===== config.mk =====
export PLATFORM = sky130hd
export DESIGN_NAME = fll_discriminator
export DESIGN_NICKNAME = d
export VERILOG_FILES = /design/src/rtl/fll_pkg.sv /design/src/rtl/fll_abs_shift_sat.sv /design/src/rtl/fll_discriminator.sv
export SDC_FILE = /design/constraint.sdc
export NUM_CORES = 1
export LEC_CHECK = 0
export BUFFER_PORTS_ARGS = -buffer_cell sky130_fd_sc_hd__buf_2
export CAP_MARGIN = 5
export CORE_MARGIN = 3
export CORE_UTILIZATION = 37
export CTS_BUF_LIST = sky130_fd_sc_hd__clkbuf_8
export DETAILED_ROUTE_END_ITERATION = 8
export SYNTH_ARGS = -nofsm -noshare
export SYNTH_HDL_FRONTEND = slang
export SYNTH_SLANG_ARGS = --single-unit

===== constraint.sdc =====
create_clock -name clk -period 9.2 [get_ports clk]
set_input_delay 0.92 -clock clk [delete_from_list [all_inputs] [get_ports clk]]
set_output_delay 0.92 -clock clk [all_outputs]
set_load 0.05 [all_outputs]

===== src/rtl/fll_pkg.sv =====
// Shared constants and FSM state type for the FLL discriminator.
package fll_pkg;

  localparam int unsigned PROMPT_W = 16;
  localparam int unsigned MAG_W    = 18;
  localparam int unsigned PROD_W   = 32;
  localparam int unsigned ACC_W    = 33;

  localparam logic [MAG_W-1:0] MAG_SAT = 18'h3FFFF;

  typedef enum logic [2:0] {
    ST_IDLE = 3'd0,
    ST_MUL0 = 3'd1,
    ST_MUL1 = 3'd2,
    ST_MUL2 = 3'd3,
    ST_MUL3 = 3'd4,
    ST_OUT  = 3'd5
  } fll_state_t;

endpackage


===== src/rtl/fll_abs_shift_sat.sv =====
// Combinational |x| >> OUT_SHIFT with saturation to the 18-bit magnitude,
// plus the sign of x (zero reports non-negative).
module fll_abs_shift_sat
  import fll_pkg::*;
#(
  parameter int unsigned OUT_SHIFT = 14
) (
  input  logic signed [ACC_W-1:0] value,
  output logic [MAG_W-1:0]        mag,
  output logic                    neg
);

  logic [ACC_W-1:0] abs_val;
  logic [ACC_W-1:0] shifted;

  // Magnitude, scale and clamp.
  always_comb begin
    neg     = value[ACC_W-1];
    abs_val = neg ? (~value + 1'b1) : value;
    shifted = abs_val >> OUT_SHIFT;
    if (|shifted[ACC_W-1:MAG_W]) begin
      mag = MAG_SAT;
    end else begin
      mag = shifted[MAG_W-1:0];
    end
  end

endmodule


===== src/rtl/fll_discriminator.sv =====
// FLL cross/dot discriminator over consecutive prompt samples, using one
// shared 16x16 signed multiplier. Define FLL_DISC_DOT_EN to also compute
// the dot product (adds two multiply states, latency 5 instead of 3).
module fll_discriminator
  import fll_pkg::*;
#(
  parameter int unsigned OUT_SHIFT = 14
) (
  input  logic                       clk,
  input  logic                       reset,
  input  logic                       in_valid,
  input  logic signed [PROMPT_W-1:0] i_prompt,
  input  logic signed [PROMPT_W-1:0] q_prompt,
  output logic [MAG_W-1:0]           cross_mag,
  output logic                       cross_neg,
  output logic [MAG_W-1:0]           dot_mag,
  output logic                       dot_neg,
  output logic                       out_valid,
  output logic                       overrun
);

  fll_state_t state;
  logic       hist_valid;

  logic signed [PROMPT_W-1:0] i_prev, q_prev;
  logic signed [PROMPT_W-1:0] i_cur,  q_cur;
  logic signed [PROMPT_W-1:0] op_a,   op_b;
  logic signed [PROD_W-1:0]   prod;
  logic signed [ACC_W-1:0]    prod_ext;
  logic signed [ACC_W-1:0]    acc_cross;

  logic [MAG_W-1:0] cross_mag_c;
  logic             cross_neg_c;

  // Operand routing for the shared multiplier, one product per MUL state.
  always_comb begin
    op_a = i_prev;
    op_b = q_cur;
    case (state)
      ST_MUL1: begin
        op_a = i_cur;
        op_b = q_prev;
      end
`ifdef FLL_DISC_DOT_EN
      ST_MUL2: begin
        op_a = i_prev;
        op_b = i_cur;
      end
      ST_MUL3: begin
        op_a = q_prev;
        op_b = q_cur;
      end
`endif
      default: ;
    endcase
  end

  assign prod     = op_a * op_b;
  assign prod_ext = {prod[PROD_W-1], prod};

  fll_abs_shift_sat #(.OUT_SHIFT(OUT_SHIFT)) u_cross_sat (
    .value (acc_cross),
    .mag   (cross_mag_c),
    .neg   (cross_neg_c)
  );

`ifdef FLL_DISC_DOT_EN
  logic signed [ACC_W-1:0] acc_dot;
  logic [MAG_W-1:0]        dot_mag_c;
  logic                    dot_neg_c;

  fll_abs_shift_sat #(.OUT_SHIFT(OUT_SHIFT)) u_dot_sat (
    .value (acc_dot),
    .mag   (dot_mag_c),
    .neg   (dot_neg_c)
  );

  // Dot accumulator and its output registers.
  always_ff @(posedge clk) begin
    if (reset) begin
      acc_dot <= '0;
      dot_mag <= '0;
      dot_neg <= 1'b0;
    end else begin
      case (state)
        ST_MUL2: acc_dot <= prod_ext;
        ST_MUL3: acc_dot <= acc_dot + prod_ext;
        ST_OUT: begin
          dot_mag <= dot_mag_c;
          dot_neg <= dot_neg_c;
        end
        default: ;
      endcase
    end
  end
`else
  assign dot_mag = '0;
  assign dot_neg = 1'b0;
`endif

  // Sequencer: history capture, cross accumulation, output and overrun.
  always_ff @(posedge clk) begin
    if (reset) begin
      state      <= ST_IDLE;
      hist_valid <= 1'b0;
      i_prev     <= '0;
      q_prev     <= '0;
      i_cur      <= '0;
      q_cur      <= '0;
      acc_cross  <= '0;
      cross_mag  <= '0;
      cross_neg  <= 1'b0;
      out_valid  <= 1'b0;
      overrun    <= 1'b0;
    end else begin
      out_valid <= 1'b0;
      overrun   <= in_valid && (state != ST_IDLE);
      case (state)
        ST_IDLE: begin
          if (in_valid) begin
            if (!hist_valid) begin
              i_prev     <= i_prompt;
              q_prev     <= q_prompt;
              hist_valid <= 1'b1;
            end else begin
              i_cur <= i_prompt;
              q_cur <= q_prompt;
              state <= ST_MUL0;
            end
          end
        end
        ST_MUL0: begin
          acc_cross <= prod_ext;
          state     <= ST_MUL1;
        end
        ST_MUL1: begin
          acc_cross <= acc_cross - prod_ext;
`ifdef FLL_DISC_DOT_EN
          state     <= ST_MUL2;
`else
          state     <= ST_OUT;
`endif
        end
`ifdef FLL_DISC_DOT_EN
        ST_MUL2: state <= ST_MUL3;
        ST_MUL3: state <= ST_OUT;
`endif
        ST_OUT: begin
          cross_mag <= cross_mag_c;
          cross_neg <= cross_neg_c;
          out_valid <= 1'b1;
          i_prev    <= i_cur;
          q_prev    <= q_cur;
          state     <= ST_IDLE;
        end
        default: state <= ST_IDLE;
      endcase
    end
  end

endmodule


# ---- Word-level counts from Yosys, hierarchy flattened
# Index checks and enable logic that the tools add are counted.
# W data, S select, Z words.
dict set report totals {
  reg_bits 122
  latch_bits 0
  mem_bits_rw 0
  mem_bits_ro 0
  in_bits 35
  output_inout_bits 40
  elab_cells 45
  n_memories 0
}
dict set report op_classes {
  addsub 2
  n_mul 1
  n_div 0
  n_lt_le_gt_ge 0
  n_eq_ne 6
  n_shift 0
  muxes 15
  n_bitwise 1
  n_reduce_logical 9
}
# op count
set op_table {}
lappend op_table {{$mux W16} 6}
lappend op_table {{$pmux W33 S2} 1}
lappend op_table {{$pmux W16 S2} 2}
lappend op_table {{$add A33 B1 Y33 const B} 1}
lappend op_table {{$mux W33} 1}
lappend op_table {{$not A33 Y33} 1}
lappend op_table {{$sub A33 B32 Y33} 1}
lappend op_table {{$mul A16 B16 Y32} 1}
lappend op_table {{$mux W18} 1}
lappend op_table {{$pmux W3 S3} 1}
lappend op_table {{$mux W3} 2}
lappend op_table {{$ne A2 B2 Y1 const B} 3}
lappend op_table {{$reduce_and A3 Y1} 2}
lappend op_table {{$reduce_and A2 Y1} 2}
lappend op_table {{$reduce_bool A2 Y1} 2}
lappend op_table {{$eq A3 B1 Y1 const B} 1}
lappend op_table {{$eq A3 B2 Y1 const B} 1}
lappend op_table {{$eq A3 B3 Y1 const B} 1}
lappend op_table {{$logic_not A3 Y1} 1}
lappend op_table {{$reduce_bool A3 Y1} 1}
lappend op_table {{$logic_and A1 B1 Y1} 1}
lappend op_table {{$mux W1} 1}

# ---- Logic depth before layout (Yosys ltp)
dict set report logic_depth {
  ltp_word 5
  mapped_depth 42
  depth_no_buf 39
}

# ---- By module
# From an unflattened synthesis, not the netlist that was laid out.
dict set report unflattened {
  cells_unflattened 2133
  hier_area_um2 17252.8
}
# module instances cells_each area_per_inst_um2 seq_area_each_um2
set modules_own_cells {}
lappend modules_own_cells {fll_discriminator 1 2045 16676.0 2442.3}
lappend modules_own_cells {fll_abs_shift_sat 1 88 576.8 0.0}

# ---- Worst setup path after synthesis
# No wires, ideal clock.
dict set report synth_timing {
  path_kind {reg-to-reg}
  start {register state[0]}
  end {register acc_cross[31]}
  setup_ps 133
  arrival_ps 9380
  required_time_ps 9067
  path_slack_ps -313
  path_stages_with_launch 39
  n_path_buf 2
  period_less_slack_ps 9513
  cell_sequence {dfxtp_1 nor2_1 nand2_1 clkbuf_1 buf_1 mux2i_1 nor2_1 fa_1 inv_1 fa_1 fa_1 inv_1 fa_1 fa_1 inv_1 fa_1 inv_1 ha_1 [... 3 more ...] nor2_1 a41oi_1 nor2_1 xnor2_1 ha_1 and3_1 nand4_1 nor2_1 a2111oi_0 o31ai_1 a21o_1 maj3_2 maj3_1 o221ai_1 a21oi_1 nor3_1 a2111o_1 a31oi_1}
}
dict set report synth_via {
  elab_chain_len 5
  elab_cells_between_ends 8
  classes_between {add/sub: 1; mul: 1; eq/ne: 2; mux: 3; reduce/logical: 1}
}
# item line
set synth_lines {}
lappend synth_lines {{start, declared} fll_discriminator.sv:22} ;# fll_state_t state;
lappend synth_lines {{start signal, assigned} fll_discriminator.sv:104} ;# state <= ST_IDLE;
lappend synth_lines {{start signal, assigned} fll_discriminator.sv:128} ;# state <= ST_MUL0;
lappend synth_lines {{start signal, assigned} fll_discriminator.sv:134} ;# state <= ST_MUL1;
lappend synth_lines {{$eq A3 B2 Y1} {fll_discriminator.sv:39, fll_discriminator.sv:118}}
lappend synth_lines {{$mux W16} fll_discriminator.sv:39} ;# case (state)
lappend synth_lines {{$mul A16 B16 Y32} fll_discriminator.sv:58} ;# assign prod = op_a * op_b;
lappend synth_lines {{$sub A33 B32 Y33} fll_discriminator.sv:137} ;# acc_cross <= acc_cross - prod_ext;
lappend synth_lines {{$pmux W33 S2} fll_discriminator.sv:118} ;# case (state)
lappend synth_lines {{end signal, assigned} fll_discriminator.sv:133} ;# acc_cross <= prod_ext;
lappend synth_lines {{end signal, assigned} fll_discriminator.sv:137}
lappend synth_lines {{end, declared} fll_discriminator.sv:30} ;# logic signed [ACC_W-1:0] acc_cross;
# Several ways; a longest one is shown, not always the timed one.
# A chain may end at the register's enable or synchronous reset.

# ---- Worst setup path after layout
dict set report layout_timing {
  start {register state[2]}
  end {register acc_cross[32]}
}
# Same word-level chain as after synthesis.

==> impl_results.md <==
- Status: completed
- CP max stage cell: fa_1
- Mapped Area: 0.01723 mm^2
- Sequential share of the synthesized area: 0.1418
- Net Sw Frac: 0.4333
- Worst-margin pin slew: 0.8615 ns
- DR WL/cell: approximately 19 um
- Switching power: 1.113 mW
- Antenna Nets Post-Route: 0
- Number of buffers and inverters on the critical path: 8
- PortBufs: 55
- Clock H-tree levels: 4
- Setup Skew: between 0.015 and 0.02 ns
- Max transition margin: 0.4239
- Part of the power in registers: 0.238
- Global route overflow: 0
- CP startpoint kind: flop
- All-Layer GR Usage: 0.2211
- Most frequent cells in the layout: nand2_1, inv_1, fa_1
- Core area: 0.04567 mm^2
- CTS tree: built
- Peak VDD IR: slightly below 0.0001 V
- First drt pass iteration count: 5
- Final Non-Filler Cells: 2951
- Syn. warnings: 0
- Die area: just under 0.05 mm^2
- Critical path endpoint category: flop
- Largest net degree at the start of global routing: 65
- Share of total power in combinational logic: 0.563
- Layout cells sized above 1: 0.2101
- Starting Density: 0.3772
- First-pass GRT wire length: around 86 mm
- Via-to-Cell Ratio: about 5.2
- Worst Hold End: cross_neg$_SDFFE_PP0P_
- Crit path max-delay family: adder cells
- Hold WC Path Type: reg2reg
- Slew Viols, Final: 0
- Cells after Synth: around 2100
- Critical Path Most Common Cell: fa_1
- IO Count: 75
- Setup TNS: 0 ns
- Fillers: around 4400
- R2R depth: 40
- # diodes: 0
- Crit share post-route: 0.9764
- CTS sink count: around 120
- First DRT Iteration DRCs: about 1100
- Via count: about 15000
- Final #Nets: around 2700
- Synthesized flop and latch total: ~120
- Pint: between 1 and 1.5 mW
- Maxcap violations: 0
- Clock-pin transition on the worst setup and hold timing paths: 0.08 ns
- Area grow syn2layout: 22.76%
- Synth async-reset ratio: 0
- Post-synth EDFFs: 0
- Placed Cells incl. Taps: roughly 2900
- Post-synthesis cell type count: between 80 and 90
- Root buf cell: clkbuf_8
- DP HPWL: 43.08 mm
- Worst Hold Depth: 2
- Syn Area/Cell: 8.211 um^2
- Routed wire length: roughly 55 mm
- Final Hold Vio Count: 0
- Pwr per Cell Area: ~120 mW/mm^2
- Vias in the first global route: ~16000
- Hold path start: cross_neg$_SDFFE_PP0P_
- RD Place Congestion: 0.9516
- Cts bufs inserted: 17
- Die height: 221.8 um
- Antenna violations before repair: 0
- Worst r2r src: state[2]$_SDFFE_PP0P_
- Synth Flop Type: dfxtp_1
- Worst endpoint data arrival time: 9.37 ns
- Commonest non-fill, non-tap cell in the layout: nand2_1
- Latest clock arrival within the worst-skew pair: around 0.50 ns
- # DRC: 0
- R2r setup slk: between 0.2 and 0.25 ns
- Leak pwr: just under 10 nW
- Final Setup Violations: 0
- Clk buf depth: 2
- Final min period: 8.983 ns
- Worst R2R End: acc_cross[32]$_SDFFE_PP0N_
- Fmax achieved: around 110 MHz
- CP max stage delay: ~0.58 ns
- Worst EP required: 9.59 ns
- Rows: just under 80
- Hold Slack: roughly 0.46 ns
- Die W: about 220 um
- CP Max Fanout: 7
- Clk pwr share: 0.200
- RSZ-0062 raised after global routing: yes
- Critical path type: reg2reg
-- metrics by stage --
step	power [mW]	setup slack, ns	instance area [um^2]	utilization
2_1_floorplan	1.447	0.02402	17310	-
6_report	2.568	0.2168	21150	0.4630
4_1_cts	2.429	0.003754	20130	0.4407
3_5_place_dp	1.872	-0.3273	19430	0.4255
3_3_place_gp	1.860	-0.2751	19430	0.4255
5_1_grt	2.738	-0.1321	21150	0.4630
-- cells by family (layout without fill, tap and decap cells) --
| kind of cell | Yosys count | after routing | synth area share |
|---|---|---|---|
| buffers and inverters | 412 | 646 | 0.09399 |
| and+or+nand+nor | 750 | 751 | 0.1818 |
| AOI/OAI and AO/OA | 336 | 336 | 0.1413 |
| adders and majority gates | 372 | 372 | 0.3844 |
| muxes | 33 | 33 | 0.01918 |
| other | 1 | 19 | 0.0002177 |
| DFF | 122 | 122 | 0.1418 |
| xor gates and xnor gates | 72 | 72 | 0.03741 |
-- flip-flops by register name, summed over array words and instances, names as in the netlist --
register,count
acc_cross,33
cross_mag,18
cross_neg,1
hist_valid,1
i_cur,16
i_prev,16
out_valid,1
overrun,1
q_cur,16
q_prev,16
state,3
-- worst max-delay path by stage --
stage,startpoint,endpoint,slack [ns],cells past startpoint
after floorplan,state[1]$_SDFFE_PP0P_,acc_cross[31]$_SDFFE_PP0N_,0.02,38
after global placement,state[2]$_SDFFE_PP0P_,acc_cross[31]$_SDFFE_PP0N_,-0.28,37
after detailed placement,state[2]$_SDFFE_PP0P_,acc_cross[31]$_SDFFE_PP0N_,-0.33,39
after CTS,state[0]$_SDFFE_PP0P_,acc_cross[31]$_SDFFE_PP0N_,0.004,39
after global routing,state[2]$_SDFFE_PP0P_,acc_cross[32]$_SDFFE_PP0N_,-0.13,40
final,state[2]$_SDFFE_PP0P_,acc_cross[32]$_SDFFE_PP0N_,0.22,40
-- metal layers --
layer | wire length [um] | vias to the layer above | global-route usage
met3 | 2799 | 75 | 0.03482
met5 | 0 | - | 0
met1 | 24050 | 7687 | 0.2988
li1 | - | 7215 | -
met4 | 1288 | 0 | 0.05635
met2 | 26550 | 400 | 0.3715
-- synthesized netlist by cell type, drive strengths merged, types with 4 or more instances --
cell type / instances / share of area
a2111oi: 7 / 0.0059
a211o: 5 / 0.0025
a211oi: 53 / 0.024
a21o: 23 / 0.010
a21oi: 90 / 0.026
a311oi: 37 / 0.019
a31oi: 9 / 0.0036
and2: 5 / 0.0018
and3: 8 / 0.0029
buf: 27 / 0.010
clkbuf: 74 / 0.016
dfxtp: 122 / 0.14
fa: 263 / 0.31
ha: 105 / 0.076
inv: 311 / 0.068
maj3: 4 / 0.0025
mux2i: 33 / 0.019
nand2: 385 / 0.084
nand2b: 16 / 0.0058
nand3: 16 / 0.0046
nand4: 5 / 0.0018
nor2: 249 / 0.054
nor2b: 6 / 0.0026
nor3: 17 / 0.0049
nor4: 12 / 0.0056
nor4b: 4 / 0.0024
o211ai: 8 / 0.0035
o21a: 15 / 0.0065
o21ai: 40 / 0.012
o21bai: 4 / 0.0017
o221ai: 4 / 0.0024
o31ai: 8 / 0.0052
or2: 10 / 0.0036
or3: 4 / 0.0015
xnor2: 48 / 0.024
xor2: 23 / 0.012
-- repair_timing --
| action | CTS | global route |
|---|---|---|
| pin swaps | 14 | 78 |
| setup buffers | 12 | 45 |
| setup endpoints to repair | 8 | 8 |
| cloned | 3 | 2 |
| hold buffers | 0 | 0 |
| gates resized for setup | 35 | 145 |
-- cell type report --
class	instances	area, um^2	area share
Clock inverter	11	121.4	0.005739
Multi-Input combinational cell	1583	13970	0.6604
Sequential cell	122	2446	0.1157
Inverter	311	1167	0.05520
Tap cell	600	750.7	0.03550
Timing Repair Buffer	304	2420	0.1144
Clock buffer	20	275.3	0.01302
-- power by group through the flow --
stage,registers [mW],clock network [mW],logic (mW)
2_1_floorplan,0.596,0,0.851
3_3_place_gp,0.615,0,1.24
3_5_place_dp,0.616,0,1.26
4_1_cts,0.605,0.525,1.30
5_1_grt,0.615,0.543,1.58
6_report,0.610,0.513,1.44
-- worst register-to-register path: cells and delay by family, from the launching register on --
| kind | cells | cell delay (ns) |
|---|---|---|
| fa+ha+maj | 8 | 3.72 |
| compound gates | 10 | 2.02 |
| simple gates | 12 | 1.58 |
| buf+inv | 8 | 0.91 |
| flops | 1 | 0.34 |
| mux | 1 | 0.19 |
| xor+xnor | 1 | 0.11 |
Note: power is estimated with default switching activity, not from simulation.
